### src/rtl/bcd_ctrl_pkg.sv
// Shared types and constants for the BCD stopwatch controller and its decade cells.
package bcd_ctrl_pkg;

  localparam int BCD_W = 4;
  localparam logic [BCD_W-1:0] BCD_MAX = 4'd9;

  typedef enum logic [1:0] {
    IDLE  = 2'd0,
    RUN   = 2'd1,
    PAUSE = 2'd2,
    DONE  = 2'd3
  } sw_state_e;

endpackage

### src/rtl/bcd_digit_cell.sv
// One BCD decade: counts 0..9 when enabled, carry is high when it is about to wrap.
module bcd_digit_cell
  import bcd_ctrl_pkg::*;
(
  input  logic             clk,
  input  logic             rst,
  input  logic             clr,
  input  logic             en,
  output logic [BCD_W-1:0] digit,
  output logic [BCD_W-1:0] digit_nxt,
  output logic             carry
);

  // Values above 9 are folded back to 0 so the digit can never leave 0..9.
  always_comb begin
    digit_nxt = digit;
    if (clr) begin
      digit_nxt = '0;
    end else if (en) begin
      digit_nxt = (digit >= BCD_MAX) ? '0 : digit + 4'd1;
    end
  end

  assign carry = en && (digit == BCD_MAX);

  always_ff @(posedge clk) begin
    if (rst) begin
      digit <= '0;
    end else begin
      digit <= digit_nxt;
    end
  end

endmodule

### src/rtl/bcd_stopwatch_ctrl.sv
// Run/pause/stop sequencer with prescaled tick, BCD decade chain and optional limit.
// Lap capture is built only when BCD_STOPWATCH_LAP_EN is defined.
module bcd_stopwatch_ctrl
  import bcd_ctrl_pkg::*;
#(
  parameter int DIGITS   = 4,
  parameter int PRESCALE = 1000
) (
  input  logic                    clk,
  input  logic                    rst,
  input  logic                    start,
  input  logic                    stop,
  input  logic                    clear,
  input  logic [BCD_W*DIGITS-1:0] limit_bcd,
  input  logic                    lap,
  output logic [BCD_W*DIGITS-1:0] count_bcd,
  output logic [BCD_W*DIGITS-1:0] lap_bcd,
  output logic                    tick,
  output logic                    running,
  output logic                    done,
  output logic                    overflow
);

  localparam int CW = BCD_W * DIGITS;
  localparam int PW = $clog2(PRESCALE);
  localparam logic [PW-1:0] PRE_MAX = PW'(PRESCALE - 1);

  sw_state_e     state, state_nxt;
  logic [PW-1:0] presc;
  logic [CW-1:0] limit_q;
  logic [CW-1:0] count_nxt;
  logic          overflow_q;
  logic          start_eff, stop_eff;
  logic          tick_i, chain_clr, limit_hit;
  logic [DIGITS:0] en_chain;

  // clear outranks stop, which outranks start
  assign stop_eff  = stop && !clear;
  assign start_eff = start && !stop && !clear;
  assign tick_i    = (state == RUN) && (presc == PRE_MAX) && !clear;
  assign chain_clr = clear || (start_eff && ((state == IDLE) || (state == DONE)));
  assign limit_hit = tick_i && (limit_q != '0) && (count_nxt == limit_q);

  assign en_chain[0] = tick_i;

  for (genvar i = 0; i < DIGITS; i++) begin : g_digit
    bcd_digit_cell u_cell (
      .clk       (clk),
      .rst       (rst),
      .clr       (chain_clr),
      .en        (en_chain[i]),
      .digit     (count_bcd[BCD_W*i +: BCD_W]),
      .digit_nxt (count_nxt[BCD_W*i +: BCD_W]),
      .carry     (en_chain[i+1])
    );
  end

  always_ff @(posedge clk) begin
    if (rst) begin
      state <= IDLE;
    end else begin
      state <= state_nxt;
    end
  end

  always_comb begin
    state_nxt = state;
    if (clear) begin
      state_nxt = IDLE;
    end else begin
      unique case (state)
        IDLE:    if (start_eff) state_nxt = RUN;
        RUN: begin
          if (limit_hit)     state_nxt = DONE;
          else if (stop_eff) state_nxt = PAUSE;
        end
        PAUSE:   if (start_eff) state_nxt = RUN;
        DONE:    if (start_eff) state_nxt = RUN;
        default: state_nxt = IDLE;
      endcase
    end
  end

  always_comb begin
    running = (state == RUN);
    done    = (state == DONE);
    tick    = tick_i;
  end

  // A stop without a coincident tick freezes the prescaler so resume keeps the phase.
  always_ff @(posedge clk) begin
    if (rst) begin
      presc      <= '0;
      limit_q    <= '0;
      overflow_q <= 1'b0;
    end else if (clear) begin
      presc      <= '0;
      overflow_q <= 1'b0;
    end else begin
      if (en_chain[DIGITS]) overflow_q <= 1'b1;
      unique case (state)
        IDLE, DONE: begin
          if (start_eff) begin
            presc   <= '0;
            limit_q <= limit_bcd;
          end
        end
        RUN: begin
          if (tick_i)         presc <= '0;
          else if (!stop_eff) presc <= presc + PW'(1);
        end
        default: ;
      endcase
    end
  end

  assign overflow = overflow_q;

`ifdef BCD_STOPWATCH_LAP_EN
  logic [CW-1:0] lap_q;

  always_ff @(posedge clk) begin
    if (rst || clear) begin
      lap_q <= '0;
    end else if (lap && ((state == RUN) || (state == PAUSE))) begin
      lap_q <= count_bcd;
    end
  end

  assign lap_bcd = lap_q;
`else
  logic lap_unused;
  assign lap_unused = lap;
  assign lap_bcd    = '0;
`endif

endmodule

### config.mk
export PLATFORM = sky130hd
export DESIGN_NAME = bcd_stopwatch_ctrl
export DESIGN_NICKNAME = d
export VERILOG_FILES = /design/src/rtl/bcd_ctrl_pkg.sv /design/src/rtl/bcd_digit_cell.sv /design/src/rtl/bcd_stopwatch_ctrl.sv
export SDC_FILE = /design/constraint.sdc
export NUM_CORES = 1
export LEC_CHECK = 0
export CORE_MARGIN = 1.5
export CORE_UTILIZATION = 55
export DETAILED_ROUTE_END_ITERATION = 10
export MAX_ROUTING_LAYER = met4
export PLACE_DENSITY = 0.86
export SYNTH_ARGS = -nofsm -noshare
export SYNTH_HDL_FRONTEND = slang
export SYNTH_SLANG_ARGS = --single-unit
### constraint.sdc
create_clock -name clk -period 4.5 [get_ports clk]
set_input_delay 0.45 -clock clk [delete_from_list [all_inputs] [get_ports clk]]
set_output_delay 0.45 -clock clk [all_outputs]
set_load 0.01 [all_outputs]
# Word-level counts from Yosys, hierarchy flattened
# Index checks and enable logic that the tools add are counted.
dict set report totals {
  regBits 45
  input_bits 22
  elab_cells 76
}
dict set report op_classes {
  addsub 5
  magnitude_cmp 4
  n_eq_ne 13
  muxes 20
  bitwise_logic 1
  n_reduce_logical 25
}
# operator count
set ops {}
lappend ops {{$mux W4} 12}
lappend ops {{$mux W10} 3}
lappend ops {{$pmux W10 S2} 1}
lappend ops {{$add A4 B1 Y4 const B} 4}
lappend ops {{$eq A16 B16 Y1} 1}
lappend ops {{$eq A4 B4 Y1 const B} 4}
lappend ops {{$ge A4 B4 Y1 const B} 4}
lappend ops {{$reduce_bool A16 Y1} 1}
lappend ops {{$logic_and A1 B1 Y1} 12}
lappend ops {{$add A10 B1 Y10 const B} 1}
lappend ops {{$eq A10 B10 Y1 const B} 1}
lappend ops {{$mux W2} 3}
lappend ops {{$reduce_and A3 Y1} 2}
lappend ops {{$eq A2 B2 Y1 const B} 2}
lappend ops {{$pmux W2 S2} 1}
lappend ops {{$reduce_or A2 Y1} 2}
lappend ops {{$ne A3 B1 Y1 const B} 1}
lappend ops {{$ne A3 B2 Y1 const B} 1}
lappend ops {{$reduce_or A3 Y1} 1}
lappend ops {{$eq A2 B1 Y1 const B} 1}
lappend ops {{$logic_not A1 Y1} 2}
lappend ops {{$logic_not A2 Y1} 1}
lappend ops {{$logic_or A1 B1 Y1} 2}
lappend ops {{$ne A2 B1 Y1 const B} 1}
lappend ops {{other kinds (4)} 4}

# Depth between registers and ports, before layout
# Gate-level depths: netlist of the first run.
dict set report logic_depth {
  ltp_word 12
  mapped_depth 12
  depth_no_buf 12
}

# Cells and area by module
# A second synthesis of the first run with hierarchy kept.
dict set report unflattened {
  hier_cells 321
  area_unflattened_um2 2750.1
}
# mod n_inst cells_each area_each_um2 seq_area_each_um2
set by_module_without_submodules {}
lappend by_module_without_submodules {bcd_stopwatch_ctrl 1 205 1754.2 580.6}
lappend by_module_without_submodules {bcd_digit_cell 4 29 249.0 80.1}

# Worst setup path after synthesis of the first run
# Ideal clock, no wire load.
dict set report synth_path {
  kind {reg-to-reg}
  start {register state[1]}
  end {register state[0]}
  setup_ns 0.078
  arrival_ns 2.697
  required_time_ns 4.422
  setup_slack_ns 1.726
  stages_incl_launch_ff 13
  path_buffers 0
  period_less_slack_ns 2.774
  path_cell_list {dfxtp_1 > inv_1 > ha_1 > nor3b_2 > nand3_2 > inv_2 > xnor2_1 > or4b_1 > o311ai_1 > nand4_1 > nor4_2 > a22oi_1 > nor3_1}
}
dict set report synth_via {
  elab_chain_cells 12
}
# item line_no
set synth_lines {}
lappend synth_lines {{start: declaration} bcd_stopwatch_ctrl.sv:28} ;# sw_state_e state, state_nxt;
lappend synth_lines {{start signal: assignment} bcd_stopwatch_ctrl.sv:62} ;# state <= state_nxt;
lappend synth_lines {{$eq A2 B1 Y1 (*)} --}
lappend synth_lines {{named net running} bcd_stopwatch_ctrl.sv:19} ;# output logic running,
lappend synth_lines {{$logic_and A1 B1 Y1 (*) (2 in series)} bcd_stopwatch_ctrl.sv:40} ;# assign tick_i = (state == RUN) && (presc == PRE_MAX) && !clear;
lappend synth_lines {{named net tick} bcd_stopwatch_ctrl.sv:18} ;# output logic tick,
lappend synth_lines {{$logic_and A1 B1 Y1 (3 in series)} bcd_digit_cell.sv:24} ;# assign carry = en && (digit == BCD_MAX);
lappend synth_lines {{$mux W4} bcd_digit_cell.sv:19} ;# end else if (en) begin
lappend synth_lines {{$mux W4} bcd_digit_cell.sv:17} ;# if (clr) begin
lappend synth_lines {{$eq A16 B16 Y1} bcd_stopwatch_ctrl.sv:42} ;# assign limit_hit = tick_i && (limit_q != '0) && (count_nxt == limit_q);
lappend synth_lines {{$logic_and A1 B1 Y1 (*)} bcd_stopwatch_ctrl.sv:42}
lappend synth_lines {{$mux W2 / $ne A3 B1 Y1 (equally long branches)} --}
lappend synth_lines {{$pmux W2 S2 / $reduce_and A2 Y1 (equally long branches)} --}
# Mark *: on every way through the listed nets, which the timed path passes. The rest lies on a longest branch.
# A chain may end at the register's enable or synchronous reset.

# Worst setup path in the final report of the first run
dict set report layout_path {
  start {register state[1]}
  end {register state[1]}
}
dict set report layout_via {
  elab_chain_cells 12
}
# item line_no
set layout_lines {}
lappend layout_lines {{$eq A2 B1 Y1} {bcd_stopwatch_ctrl.sv:40, bcd_stopwatch_ctrl.sv:71}}
lappend layout_lines {{$logic_and A1 B1 Y1 (2 in series)} bcd_stopwatch_ctrl.sv:40}
lappend layout_lines {{$logic_and A1 B1 Y1 (3 in series)} bcd_digit_cell.sv:24}
lappend layout_lines {{$mux W4} bcd_digit_cell.sv:19}
lappend layout_lines {{$mux W4} bcd_digit_cell.sv:17}
lappend layout_lines {{$eq A16 B16 Y1} bcd_stopwatch_ctrl.sv:42}
lappend layout_lines {{$logic_and A1 B1 Y1} bcd_stopwatch_ctrl.sv:42}
lappend layout_lines {{$mux W2 / $ne A3 B1 Y1 (equally long branches)} --}
lappend layout_lines {{$pmux W2 S2 / $reduce_and A2 Y1 (equally long branches)} --}
# Parallel ways exist; a longest one is shown, timed or not.

==> results.json, run 1 <==
{
  "syn_area_um2": 2970,
  "crit_family": "simple AND/OR/NAND/NOR gates",
  "min_path_cells": 2,
  "synth_top_family_by_area": "simple AND/OR/NAND/NOR gates",
  "routed_wl_um": 7140,
  "rows": 26,
  "r2r_cells": 11,
  "drcViolationCount": 0,
  "port_buffers": 40,
  "yosysTopAreaCell": "dfxtp_1",
  "die_x_um": 76.5,
  "synth.area.mux_share_pct": 1.81,
  "post-cts-setup-buffer-count": 0,
  "critPathKind": "flip-flop to flip-flop",
  "layout-drive-gt1-share_pct": 6.07,
  "synth_fa_ha_area_share_pct": 6.74,
  "min_period_ns": 3.41,
  "via_count": 2865,
  "peakVddDrop_uv": 147,
  "cap_violations": 0,
  "nNetsFinal": 450,
  "antenna_found_initial": 0,
  "synthTopCellsByArea": "dfxtp_1 (30%), ha_1 (6.7%), nand2_1 (6.6%)",
  "finalHoldWorstSlack_ns": 0.473,
  "rsz0062_at_grt": "no",
  "io_pins": 58,
  "diodes": 0,
  "r2r_end": "state[1]$_SDFFE_PP0P_",
  "via_per_inst": 5.94,
  "ant_nets": 0,
  "ys_types": 67,
  "grt_pass1_wl_um": 12100,
  "crit_path_cell_trace": "inv_1, ha_1, and3b_1, nor2_2, nand2_1, or4b_1, o311ai_1, nand4_1, nor4_2, nand3_1, a31oi_1",
  "die-height_um": 76.5,
  "crit_fanout": 9,
  "synth_seq_cells": 45,
  "critical_path.max_stage_delay_ns": 0.56,
  "cts_num_sinks": 45,
  "clk_latency_ns": 0.31,
  "p_per_area_nw_per_um2": 221,
  "synthArstFlopShare_pct": 0,
  "grt.overflow.total": 0,
  "grt_max_degree": 24,
  "routedWlPerCell_um": 14.8,
  "finalSetupViolCount": 0,
  "fp.coreArea_um2": 5170,
  "clockBufferDepth": 2,
  "worstPathArrival_ns": 3.64,
  "areaGrowthSynthToFinish_pct": 16.0,
  "synth_xor_area_share_pct": 4.93,
  "relSlewSlack_pct": 46.5,
  "first_pass_iters": 5,
  "htree_levels": 2,
  "fmax_mhz": 293,
  "startpoint_type": "flip-flop",
  "synth-seq-area-share_pct": 30.3,
  "required_ns": 4.73,
  "grt_pass1_vias": 2581,
  "synthFlopType": "dfxtp_1",
  "crit_slowest_cell": "or4b_1",
  "grt_use_total_pct": 26.0,
  "critPathBufInv": 1,
  "clock-root-buffer": "clkbuf_8",
  "hold_viol_final": 0,
  "dieArea_um2": 5850,
  "final_common_cell": "nand2_1",
  "r2r_setup_slack_ns": 1.09,
  "synth_edf_count": 0,
  "syn_avg_cell_area_um2": 7.90,
  "cts-hold-fix-buffers": 0,
  "hold_class": "flip-flop to flip-flop",
  "gp_congestion": 0.964,
  "slew_violations": 0,
  "fin_tns_setup_ns": 0,
  "mostFrequentLayoutCells": "nand2_1 (52), dfxtp_1 (45), clkdlybuf4s50_1 (40)",
  "p_leak_nw": 1.20,
  "synth-simple-area-share_pct": 31.4,
  "hold_end": "overflow$_SDFFE_PP0P_",
  "num-fill-cells": 452,
  "cts_tree": "yes",
  "end_kind": "flip-flop",
  "ys_warn_count": 0,
  "start_util_pct": 57.5,
  "cts_buffers": 5,
  "r2r_start": "state[1]$_SDFFE_PP0P_",
  "dp.final_hpwl_um": 5410,
  "worst_slew_pin_slew_ns": 0.800,
  "worstHoldStart": "overflow$_SDFFE_PP0P_",
  "drt_iter0_drc": 237,
  "skew_ns": 0.00908,
  "cts.clk_slew.worst_paths_ns": 0.09,
  "fin_crit_sh_pct": 75.7,
  "status": "completed",
  "yosysTopAreaCellShare_pct": 30.3,
  "cts_resized": 0,
  "synth-compound-area-share_pct": 16.9,
  "synthesis.instances": 376
}
-- registers in the layout, indices dropped and copies added (netlist names) --
signal,flops
overflow,1
state,2
limit_q,16
presc,10
g_digit.u_cell.digit,16
-- Yosys cell counts (3+ instances only) --
cell      number
a21oi_1       31
a31oi_1        3
a41oi_1        4
buf_4         16
clkbuf_1       8
dfxtp_1       45
ha_1          16
inv_1         18
mux2_2         3
nand2_1       52
nand2b_1       4
nand3_1       11
nand3b_1       3
nand4_1       11
nor2_1        32
nor2b_1        4
nor3_1        14
nor3b_1        4
nor4_1         6
o211ai_1       3
o21ai_0        8
o31ai_1        5
or3_1          5
xnor2_1        7
xor2_1         7
-- final cells by class --
cell class | instances | area, um^2 | share of cell area [%]
repair buffers | 40 | 400 | 11.6
well taps | 70 | 87.6 | 2.54
clock inverters | 1 | 7.51 | 0.218
flip-flops and latches | 45 | 901 | 26.1
multi-input cells | 301 | 1900 | 55.0
inverters | 19 | 71.3 | 2.07
clock buffers | 6 | 82.6 | 2.40
-- cells by family after synthesis --
group / count (synthesis)
buffers and inverters: 45
and+or+nand+nor: 173
DFF: 45
adders and majority gates: 16
muxes: 5
AOI/OAI and AO/OA: 76
other: 1
xor gates and xnor gates: 15
-- through the flow --
stage                     area [um^2]  setup slack (ns)  std cells  util [%]  total power (W)
after floorplan                  3030              1.73        391         -         0.000482
after global placement           3360             0.944        475      64.9         0.000500
after detailed placement         3360             0.906        475      64.9         0.000502
after CTS                        3450              1.12        482      66.6         0.000759
after global routing             3450             0.821        482      66.6         0.000791
final                            3450              1.09        482      66.6         0.000760
-- report_power, final --
part	leakage [nW]	internal, W	switching (W)	total [W]
clock	0.0433	0.000122	0.000143	0.000265
combinational	0.797	0.0000373	0.0000472	0.0000845
sequential	0.363	0.000403	0.00000720	0.000410
total	1.20	0.000562	0.000198	0.000760
-- worst min-delay path: stages (launching register included) --
cell and delay (ns):
dfxtp_1 0.34, a31oi_1 0.04, nor2_1 0.07
-- layer usage --
layer,track usage (%),up-vias,wire length [um]
li1,-,1391,-
met1,34.1,1321,3230
met2,40.8,139,3280
met3,4.43,14,496
met4,8.70,0,129
met5,-,-,0
-- how the worst max path moves through the flow --
stage	slack, ns	end	depth (start not counted)	from
final	1.09	state[1]$_SDFFE_PP0P_	11	state[1]$_SDFFE_PP0P_
after global routing	0.82	state[1]$_SDFFE_PP0P_	11	state[1]$_SDFFE_PP0P_
after CTS	1.12	state[1]$_SDFFE_PP0P_	11	state[1]$_SDFFE_PP0P_
after detailed placement	0.91	state[1]$_SDFFE_PP0P_	11	clear
after global placement	0.94	state[0]$_SDFFE_PP0P_	10	clear
after floorplan	1.73	state[0]$_SDFFE_PP0P_	12	state[1]$_SDFFE_PP0P_
Power figures use the tool's default switching activity.
==> run 2, diff against run 1 <==
--- a/config.mk
+++ b/config.mk
@@ -6,10 +6,10 @@
 export NUM_CORES = 1
 export LEC_CHECK = 0
 export CORE_MARGIN = 1.5
-export CORE_UTILIZATION = 55
+export CORE_UTILIZATION = 52
 export DETAILED_ROUTE_END_ITERATION = 10
 export MAX_ROUTING_LAYER = met4
-export PLACE_DENSITY = 0.86
+export PLACE_DENSITY = 0.82
 export SYNTH_ARGS = -nofsm -noshare
 export SYNTH_HDL_FRONTEND = slang
 export SYNTH_SLANG_ARGS = --single-unit
==> constraint.sdc (replaced) <==
create_clock -name clk -period 3.22 [get_ports clk]
set_input_delay 0.322 -clock clk [delete_from_list [all_inputs] [get_ports clk]]
set_output_delay 0.322 -clock clk [all_outputs]
set_load 0.01 [all_outputs]
==> run 2 against run 1 <==
- global-route usage fell by 0.76 points
- utilization shrank 0.52 points
- worst hold slack better by 0.013 ns
- via count increased by 1.8%
==> results.json, run 2 (synthesis gave the netlist of run 1 again) <==
{
  "final_common_cell": "nand2_1",
  "final_area_um2": 3640,
  "first_pass_iters": 5,
  "fmax_mhz": 334,
  "fin_ws_ns": 0.225,
  "clockBufferDepth": 2,
  "grt.overflow.total": 0,
  "required_ns": 3.44,
  "die-height_um": 78.6,
  "crit_start": "state[0]$_SDFFE_PP0P_",
  "startpoint_type": "flip-flop",
  "grtUsageMet3_pct": 4.19,
  "gr-usage-met2_pct": 40.5,
  "cp-endpoint": "state[0]$_SDFFE_PP0P_",
  "r2r_start": "state[0]$_SDFFE_PP0P_",
  "pre_cts_slack_ns": -0.0422,
  "port_buffers": 40,
  "end_kind": "flip-flop",
  "skew_ns": 0.00630,
  "areaGrowthSynthToFinish_pct": 22.5,
  "r2r_cells": 11,
  "routedWlPerCell_um": 14.5,
  "nNetsFinal": 465,
  "p_leak_nw": 1.30,
  "antenna_found_initial": 0,
  "ant_nets": 0,
  "clock-root-buffer": "clkbuf_8",
  "drt_iter0_drc": 259,
  "worst_slew_pin_slew_ns": 0.755,
  "hold_class": "flip-flop to flip-flop",
  "cap_violations": 0,
  "hold_viol_final": 0,
  "dieArea_um2": 6180,
  "routed_wl_um": 7270,
  "cts.clk_slew.worst_paths_ns": 0.08,
  "p_per_area_nw_per_um2": 331,
  "top_usage_layer": "met2",
  "p_total_w": 0.00121,
  "grt_pass1_vias": 2575,
  "r2r_end": "state[0]$_SDFFE_PP0P_",
  "start_util_pct": 54.0,
  "cts_num_sinks": 45,
  "rows": 27,
  "crit_fanout": 5,
  "use_met1_pct": 32.2,
  "status": "completed",
  "dp.final_hpwl_um": 5550,
  "critPathKind": "flip-flop to flip-flop",
  "die_x_um": 78.6,
  "r2r_setup_slack_ns": 0.23,
  "via_per_inst": 5.83,
  "finalSetupViolCount": 0,
  "gp_congestion": 0.951,
  "htree_levels": 2,
  "layout-drive-gt1-share_pct": 10.5,
  "peakVddDrop_uv": 204,
  "placed_area_um2": 3470,
  "relSlewSlack_pct": 49.2,
  "cts_buffers": 5,
  "io_pins": 58,
  "drcViolationCount": 0,
  "rsz0062_at_grt": "no",
  "cts_tree": "yes",
  "slew_violations": 0,
  "fin_crit_sh_pct": 93.0,
  "worstPathArrival_ns": 3.22,
  "min_period_ns": 2.99,
  "fp.coreArea_um2": 5510,
  "grt_max_degree": 24,
  "grt_use_total_pct": 25.3,
  "mostFrequentLayoutCells": "nand2_1 (52), dfxtp_1 (45), clkdlybuf4s50_1 (40)",
  "clk_latency_ns": 0.30,
  "reg_top3": "g_digit.u_cell.digit: 16 flops, limit_q: 16 flops, presc: 10 flops",
  "post-cts-setup-buffer-count": 0,
  "via_count": 2916,
  "diodes": 0,
  "grt_pass1_wl_um": 12000,
  "min_path_cells": 2
}
## run 2: cell type report
cell class	count	area (um^2)
clock buffers	5	68.8
fillers	491	1870
multi-input cells	301	1930
well taps	72	90.1
clock inverters	3	65.1
flip-flops and latches	45	901
inverters	19	71.3
repair buffers	55	513
## run 2: how the worst min path moves through the flow
stage / startpoint / end / slack, ns
after global routing: limit_q[4]$_SDFFE_PP0P_ / limit_q[4]$_SDFFE_PP0P_ / 0.52
final: overflow$_SDFFE_PP0P_ / overflow$_SDFFE_PP0P_ / 0.49
after floorplan: rst / g_digit[0].u_cell.digit[0]$_SDFF_PP0_ / 0.40
after detailed placement: overflow$_SDFFE_PP0P_ / overflow$_SDFFE_PP0P_ / 0.48
after global placement: overflow$_SDFFE_PP0P_ / overflow$_SDFFE_PP0P_ / 0.46
after CTS: limit_q[1]$_SDFFE_PP0P_ / limit_q[1]$_SDFFE_PP0P_ / 0.49
## run 2: routing by layer
metal	up-vias	wire, um
met5	-	0
met4	0	169
met3	17	483
met2	120	3380
met1	1353	3240
li1	1426	-
## run 2: what timing repair did
action	in CTS	in global routing
gates resized for setup	0	6
hold buffers	0	0
endpoints found under the setup margin	0	2
## run 2: through the flow
| stage | setup TNS (ns) | hold slack, ns | utilization (%) | instances |
|---|---|---|---|---|
| after floorplan | 0 | 0.401 | - | 391 |
| after global placement | 0 | 0.462 | 63.0 | 492 |
| after detailed placement | -0.0652 | 0.475 | 63.0 | 492 |
| after CTS | 0 | 0.491 | 65.5 | 500 |
| after global routing | 0 | 0.524 | 66.1 | 500 |
| final | 0 | 0.486 | 66.1 | 500 |
## run 2: critical path, cell delays in order, from the launching register on
cell,delay (ns)
dfxtp_1,0.41
ha_1,0.23
or3b_4,0.42
nor4_4,0.28
buf_4,0.20
nand4_1,0.11
a21oi_1,0.28
xnor2_1,0.15
nand2_1,0.11
nor4_4,0.35
a22oi_1,0.16
nor3_1,0.20
## run 2: report_power, final
part	total (W)	internal [W]	switching (W)	leakage, nW
clock network	0.000505	0.000308	0.000197	0.0681
registers	0.000574	0.000564	0.0000104	0.363
logic	0.000126	0.0000575	0.0000682	0.872
total	0.00121	0.000929	0.000276	1.30
==> run 3, diff against run 2 <==
--- a/config.mk
+++ b/config.mk
@@ -5,9 +5,11 @@
 export SDC_FILE = /design/constraint.sdc
 export NUM_CORES = 1
 export LEC_CHECK = 0
+export CORE_ASPECT_RATIO = 1.25
 export CORE_MARGIN = 1.5
 export CORE_UTILIZATION = 52
 export DETAILED_ROUTE_END_ITERATION = 10
+export GPL_TIMING_DRIVEN = 0
 export MAX_ROUTING_LAYER = met4
 export PLACE_DENSITY = 0.82
 export SYNTH_ARGS = -nofsm -noshare
==> run 3 against run 2 <==
- die area about the same
- flip-flop and latch count unchanged
- fmax decreased by 1.7%
- count of clock-buffer cells in the layout increased by 2
- worst hold slack improved by 0.0089 ns
- worst setup slack got worse by 0.052 ns
- clock skew about the same
- critical path depth unchanged
- highest routed layer unchanged
==> results.json, run 3 (synthesis gave the netlist of run 1 again) <==
{
  "io_pins": 58,
  "placed_area_um2": 3510,
  "dp.final_hpwl_um": 5780,
  "crit_path_frequent_cell": "nor4_4",
  "critical_path.max_stage_delay_ns": 0.43,
  "slew_violations": 0,
  "diodes": 0,
  "worstHoldStart": "limit_q[15]$_SDFFE_PP0P_",
  "hold_class": "flip-flop to flip-flop",
  "fmax_mhz": 328,
  "start_util_pct": 54.2,
  "grt_use_total_pct": 25.6,
  "r2r_setup_slack_ns": 0.17,
  "critPathKind": "flip-flop to flip-flop",
  "peakVddDrop_uv": 219,
  "skew_ns": 0.00646,
  "reg_top3": "g_digit.u_cell.digit: 16 flops, limit_q: 16 flops, presc: 10 flops",
  "crit_fanout": 10,
  "mostFrequentLayoutCells": "nand2_1 (52), dfxtp_1 (44), clkdlybuf4s50_1 (40)",
  "clock-root-buffer": "clkbuf_8",
  "fin_tns_setup_ns": 0,
  "cap_violations": 0,
  "routedWlPerCell_um": 14.6,
  "htree_levels": 2,
  "clockBufferDepth": 2,
  "clk_latency_ns": 0.30,
  "cts_tree": "yes",
  "final_area_um2": 3650,
  "crit_path_cell_trace": "inv_1, ha_4, or3b_4, nor4_4, a31o_2, nand4_2, o31ai_2, a211oi_2, nor4_4, a22oi_1, nor3_1",
  "drt_iter0_drc": 197,
  "fin_crit_sh_pct": 94.6,
  "status": "completed",
  "ant_nets": 0,
  "dieArea_um2": 6180,
  "p_leak_nw": 1.31,
  "end_kind": "flip-flop",
  "grt_max_degree": 13,
  "antenna_found_initial": 0,
  "fp.coreArea_um2": 5480,
  "first_pass_iters": 4,
  "cts.clk_slew.worst_paths_ns": 0.07,
  "routed_wl_um": 7310,
  "finalSetupViolCount": 0,
  "cts_buffers": 5,
  "rsz0062_at_grt": "no",
  "die_x_um": 70.6,
  "p_per_area_nw_per_um2": 292,
  "crit_start": "state[1]$_SDFFE_PP0P_",
  "areaGrowthSynthToFinish_pct": 22.9,
  "crit_slowest_cell": "or3b_4",
  "gp_congestion": 0.959,
  "nNetsFinal": 475,
  "layout-drive-gt1-share_pct": 11.0,
  "die-height_um": 87.5,
  "r2r_start": "state[1]$_SDFFE_PP0P_",
  "drcViolationCount": 0,
  "grt.overflow.total": 0,
  "final_common_cell": "nand2_1",
  "hold_viol_final": 0,
  "rows": 30,
  "worst_slew_pin_slew_ns": 0.730,
  "cts_num_sinks": 45,
  "grt_pass1_vias": 2694,
  "startpoint_type": "flip-flop",
  "port_buffers": 40,
  "required_ns": 3.43,
  "num-fill-cells": 493,
  "worstPathArrival_ns": 3.25,
  "relSlewSlack_pct": 50.9,
  "via_per_inst": 5.69,
  "grt_pass1_wl_um": 12400,
  "min_period_ns": 3.05,
  "via_count": 2849
}
==> run 3: cell count changes in the layout (fill, tap and decap cells not counted), sizes merged <==
cell	previous run	this run
clkinv	1	0
buf	15	17
clkbuf	5	15
bufinv	2	0
==> run 3: worst paths after layout <==
kind / end / depth (start not counted)
worst max-delay path: state[0]$_SDFFE_PP0P_ / 11
worst min-delay path: limit_q[15]$_SDFFE_PP0P_ / 2
worst max register to register: state[0]$_SDFFE_PP0P_ / 11
worst min register to register: limit_q[15]$_SDFFE_PP0P_ / 2
==> run 3: critical path, delay by kind of cell (launching register included) <==
kind | cells | cell delay, ns
fa+ha+maj | 1 | 0.21
flops | 1 | 0.33
buf+inv | 1 | 0.14
compound gates | 4 | 0.74
simple gates | 5 | 1.55
==> run 3: area by class of cell <==
| type | instances | area [um^2] | area share, % |
|---|---|---|---|
| buffer | 25 | 156 | 4.28 |
| clock buffer | 7 | 86.3 | 2.36 |
| inverter | 19 | 73.8 | 2.02 |
| multi-input combinational | 301 | 1950 | 53.5 |
| sequential | 45 | 902 | 24.7 |
| tap | 64 | 80.1 | 2.19 |
| timing repair buffer | 40 | 400 | 11.0 |
==> run 3: metal layers <==
metal | up-vias | GRT usage (%) | wire [um] | share of wire, %
li1 | 1442 | - | - | -
met1 | 1305 | 30.9 | 3250 | 45
met2 | 93 | 44.3 | 3610 | 49
met3 | 9 | 4.05 | 346 | 4.7
met4 | 0 | 7.03 | 99 | 1.4
met5 | - | - | 0 | 0
==> run 3: repair_timing <==
item	in CTS	in global routing
hold buffers	0	0
endpoints found under the setup margin	2	2
setup buffers	0	0
pin swaps	1	1
gates resized for setup	2	10
gates cloned	0	0
==> run 3: power breakdown <==
group	leakage, nW	internal [W]	switching [W]
Clock	0.0443	0.000170	0.000180
Combinational	0.903	0.0000685	0.0000720
Sequential	0.364	0.000564	0.0000103
==> run 3: stage by stage <==
step,total power [W],hold WS (ns),setup WS (ns),cells,util (%)
floorplan,0.000674,0.401,0.446,391,-
global placement,0.000719,0.453,-0.103,495,64.0
detailed placement,0.000721,0.486,-0.182,495,64.0
CTS,0.00107,0.497,0.0114,502,65.7
global route,0.00111,0.523,0.00150,501,66.6
finish,0.00107,0.495,0.174,501,66.6
==> RTL edit 1, RTL diff (settings of run 2) <==
The option `BCD_STOPWATCH_LAP_EN` is turned on by a define.
--- a/src/rtl/bcd_stopwatch_ctrl.sv
+++ b/src/rtl/bcd_stopwatch_ctrl.sv
@@ -1,5 +1,7 @@
 // Run/pause/stop sequencer with prescaled tick, BCD decade chain and optional limit.
 // Lap capture is built only when BCD_STOPWATCH_LAP_EN is defined.
+`define BCD_STOPWATCH_LAP_EN
+
 module bcd_stopwatch_ctrl
   import bcd_ctrl_pkg::*;
 #(
Check against the original RTL: same outputs for any inputs over 10 cycles, from zero or initial values and one cycle with rst high; that may be too few to reach the edited logic, so the function may still have changed.
==> RTL edit 1 against run 2 <==
- power up 31%
- worst setup slack got worse by 0.013 ns
- wire length grew 15%
- hold slack worse by 0.033 ns
- via count is 11% higher
- sequential share of layout area is 4.4 points higher
- largest power group unchanged
- final area grew 15%
- synthesized area rose by 11%
- sequential cell count is 16 higher
- utilization increased by 3.4 points
- largest cell class unchanged
- sequential power is 34% higher
- global-route usage increased by 2.3 points
- highest routed layer unchanged
- clock skew up 0.0025 ns
- non-clock buffer count rose by 16
==> RTL edit 1: results (changes against run 2) <==
[grt]
track_usage=0.276  ; +0.0229
grt_pass1_vias=2832  ; +10%
grt_max_degree=20  ; -17%

[routing]
viasPerCell=5.75  ; -1.3%
dr.first_iter.drc_count=299  ; +15%
wl_met3_um=485  ; +0.41%
wl_met1_mm=3.92  ; +21%
vias=3245  ; +11%
routed_wl_mm=8.37  ; +15%

[cells_and_area]
n_all_buffers=71  ; +29%
fin_nets=522  ; +12%
buf_share=0.161  ; +0.0203
multi_input_gates=324  ; +7.6%
drive_gt1_frac=0.0879  ; -0.0172
multi_input_area_share=0.462  ; -0.0688
fillCellCount=504  ; +2.6%
n_all_inverters=17  ; -2
multi_input_area_sq_um=1930  ; +0.19%
fin_util=0.695  ; +0.0344
seq_area_sq_um=1220  ; +36%

[worst_setup_path]
timing.rr.end=state[1]
cp_slowest_stage_delay_ns=0.55  ; +0.13 ns
crit_path_top_delay_cell=or4_1
cp_num_cells=10  ; -1
cp_max_fo=8  ; +3
cp-endpoint=state[1]

[placed_design]
dpl.hpwl_mm=6.20  ; +12%
dpl-instance-area_sq_um=3980  ; +15%
io_buffers=57  ; +43%
gp_congestion=0.906  ; -4.7%
dp.cells=548  ; +11%
place_ws_ns=0.0672  ; +0.109 ns

[logic_synthesis]
seq_area_frac_synth=0.369  ; +0.0658
synth_common_cells=81 x nand2_1, 61 x dfxtp_1, 49 x a21oi_1, 35 x nor2_1, 19 x clkbuf_1
synthTopCellsByArea=dfxtp_1 37%, nand2_1 9.2%, a21oi_1 7.4%
synth_cell_types=58  ; -13%
postSynthCellCount=425  ; +13%

[power]
vdd_drop_max_v=0.000338  ; +66%
p_clk_uw=695  ; +38%
p_leak_nw=1.47  ; +12%
swShare=0.246  ; +0.0171
intPower_mw=1.19  ; +28%

[clocking]
clk-insertion-delay-late_ns=0.35  ; +0.05 ns
cts_max_level=3  ; +1
clock_sinks=61  ; +36%

[worst_hold_path]
min_from=lap_bcd[9]
worstHoldEndpoint=lap_bcd[9]

[sta]
skew_ns=0.00880  ; +0.00249 ns
whs_ns=0.453  ; -0.0331 ns
max_slew_margin=0.578  ; +0.0852

[outcome]
status=complete, no violations

==> RTL edit 1: cell count changes after synthesis, sizes merged, moves of 5 or more <==
cell | before | now
buf | 17 | 4
nand2 | 52 | 81
nand3 | 12 | 5
o21ai | 9 | 15
a21oi | 31 | 49
and3 | 1 | 6
xor2 | 7 | 12
nor3 | 14 | 4
dfxtp | 45 | 61
clkbuf | 9 | 19
a21boi | 0 | 5
==> RTL edit 1: per-layer routing <==
layer	track usage	vias to the layer above
met3	0.0448	16
met4	0.100	0
li1	-	1607
met5	-	-
met1	0.379	1501
met2	0.408	121
==> RTL edit 1: logic make-up after synthesis <==
logic type | count (synthesis) | share of synthesized area
mux | 4 | 0.0121
compound gates | 105 | 0.198
buf+inv | 40 | 0.0491
flops | 61 | 0.369
xor+xnor | 16 | 0.0423
fa+ha+maj | 16 | 0.0605
simple gates | 183 | 0.268
==> RTL edit 1: timing repair <==
| item | CTS | global route |
|---|---|---|
| setup buffers | 0 | 0 |
| setup endpoints to repair | 0 | 2 |
| resized for setup | 0 | 3 |
==> RTL edit 2, RTL diff (settings of run 2) <==
Without the edit above. Encoding of `sw_state_e`: now one-hot (4 bits for 4 states).
--- a/src/rtl/bcd_ctrl_pkg.sv
+++ b/src/rtl/bcd_ctrl_pkg.sv
@@ -4,11 +4,11 @@
   localparam int BCD_W = 4;
   localparam logic [BCD_W-1:0] BCD_MAX = 4'd9;
 
-  typedef enum logic [1:0] {
-    IDLE  = 2'd0,
-    RUN   = 2'd1,
-    PAUSE = 2'd2,
-    DONE  = 2'd3
+  typedef enum logic [3:0] {
+    IDLE  = 4'b0001,
+    RUN   = 4'b0010,
+    PAUSE = 4'b0100,
+    DONE  = 4'b1000
   } sw_state_e;
 
 endpackage
Check against the original RTL: no difference found for any inputs over 10 cycles, from zero or initial values and one cycle with rst high; not proved beyond that.
==> RTL edit 2 against run 2 <==
- power decreased by 3.9%
- non-clock buffer count down 6
- synthesized area grew 3.7%
- sequential cell count up 2
- worst setup slack worse by 0.0025 ns
- critical endpoint is now state[1]
- final area shrank 1.1%
- clock power is 14% lower
- wire length fell by 0.22%
- die area grew 3.6%
- utilization is 1.9 points lower
==> RTL edit 2: results (changes against run 2) <==
[clocking]
clock_sinks=47  ; +4.4%
clock-root-buffer=clkbuf_8
cts.clk_slew.worst_paths_ns=0.09

[cells_and_area]
multi_input_area_share=0.538  ; +0.00780
n_all_buffers=49  ; -11%
final_cell_count_no_fill=478  ; -4.4%
diodes=0  ; unchanged
n_all_inverters=15  ; -4
area_share_clock_buf_inv=0.0295  ; -0.00725
fillCellCount=516  ; +5.1%
buf_share=0.130  ; -0.0110
multi_input_gates=288  ; -4.3%
n_clock_buffer=5  ; unchanged
drive_gt1_frac=0.0862  ; -0.0189
fin_nets=441  ; -5.2%
reg.largest.list=g_digit.u_cell.digit (16), limit_q (16), presc (10)
seq_area_sq_um=941  ; +4.4%

[worst_setup_path]
cp-endpoint=state[1]
start_kind=register
crit_path_top_delay_cell=or4b_1
r2r-start=g_digit[0].u_cell.digit[1]
cp_slowest_stage_delay_ns=0.57  ; +0.15 ns
crit_path_end_kind=register
rrSetupSlack_ns=0.22
timing.rr.end=state[1]
cp_top_family=simple AND/OR/NAND/NOR gates
arrival_ns=3.18  ; -0.04 ns

[routing]
wl_per_cell_um=15.2  ; +4.4%
viasPerCell=5.91  ; +1.4%
dr.first_iter.drc_count=266  ; +2.7%
dr.pass1.iters=4  ; -1

[logic_synthesis]
synth_cell_types=67  ; unchanged
synth_common_cells=49 x nor2_1, 47 x dfxtp_1, 19 x a21oi_1, 19 x mux2i_1, 18 x nand2_1
synthTopCellsByArea=dfxtp_1 31%, mux2i_1 6.2%, nor2_1 6.0%
yosys_warnings=0  ; unchanged
avgSynthCellArea_sq_um=8.45  ; +6.9%
seq_area_frac_synth=0.305  ; +0.00204
synth_ff_type=dfxtp_1

[grt]
track_usage=0.239  ; -0.0140
grt_max_degree=23  ; -4.2%
grt_pass1_wl_mm=11.7  ; -2.3%
antenna_found_initial=0  ; unchanged
grt_pass1_vias=2517  ; -2.3%

[power]
intPower_uw=875  ; -5.9%
vdd_drop_max_v=0.000237  ; +16%
p_leak_nw=1.41  ; +7.8%

[placed_design]
dp.cells=471  ; -4.3%
gp_congestion=0.871  ; -8.4%
dpl.hpwl_mm=5.39  ; -2.9%

[sta]
skew_ns=0.00933  ; +0.00303 ns
max_slew_margin=0.599  ; +0.107

[outcome]
status=complete, no violations

-- RTL edit 2: layer usage --
metal,track usage,part of all wire,up-vias,routed length (um)
met5,-,0,-,0
met4,0.0793,0.012,0,85
met3,0.0457,0.060,9,432
met2,0.366,0.47,101,3410
met1,0.316,0.46,1332,3320
li1,-,-,1384,-
-- RTL edit 2: cell families (layout without fill, tap and decap cells) --
family,Yosys count,after routing,share of synthesized area
flops,47,47,0.305
other cells,1,16,0.00122
mux,19,19,0.0617
simple gates,151,151,0.282
fa+ha+maj,13,13,0.0528
buf+inv,45,71,0.0844
xor+xnor,14,14,0.0398
compound gates,75,75,0.173
-- RTL edit 2: power by group through the flow --
stage	clock network (mW)	registers [mW]	logic [mW]
after global routing	0.465	0.603	0.134
after CTS	0.436	0.601	0.121
final	0.436	0.601	0.122
after floorplan	0	0.609	0.0938
after global placement	0	0.614	0.117
after detailed placement	0	0.614	0.121
-- RTL edit 2: per-stage QoR --
stage	setup slack [ns]	utilization	cell area, sq um
CTS	0.165	0.642	3600
finish	0.223	0.642	3600
global placement	0.284	0.623	3490
global route	0.0551	0.642	3600
detailed placement	0.207	0.623	3490
floorplan	0.604	-	3140
-- RTL edit 2: how the worst min path moves through the flow --
| stage | startpoint | endpoint | slack [ns] | depth (start not counted) |
|---|---|---|---|---|
| global route | presc[1] | presc[1] | 0.54 | 2 |
| global placement | presc[1] | presc[1] | 0.47 | 2 |
| floorplan | clear | overflow | 0.40 | 1 |
| detailed placement | presc[1] | presc[1] | 0.48 | 2 |
| CTS | presc[1] | presc[1] | 0.49 | 2 |
| finish | presc[1] | presc[1] | 0.50 | 2 |
-- RTL edit 2: repair_timing --
action / in CTS / in global routing
resized for setup: 0 / 1
setup buffers: 0 / 0
endpoints found under the setup margin: 0 / 2
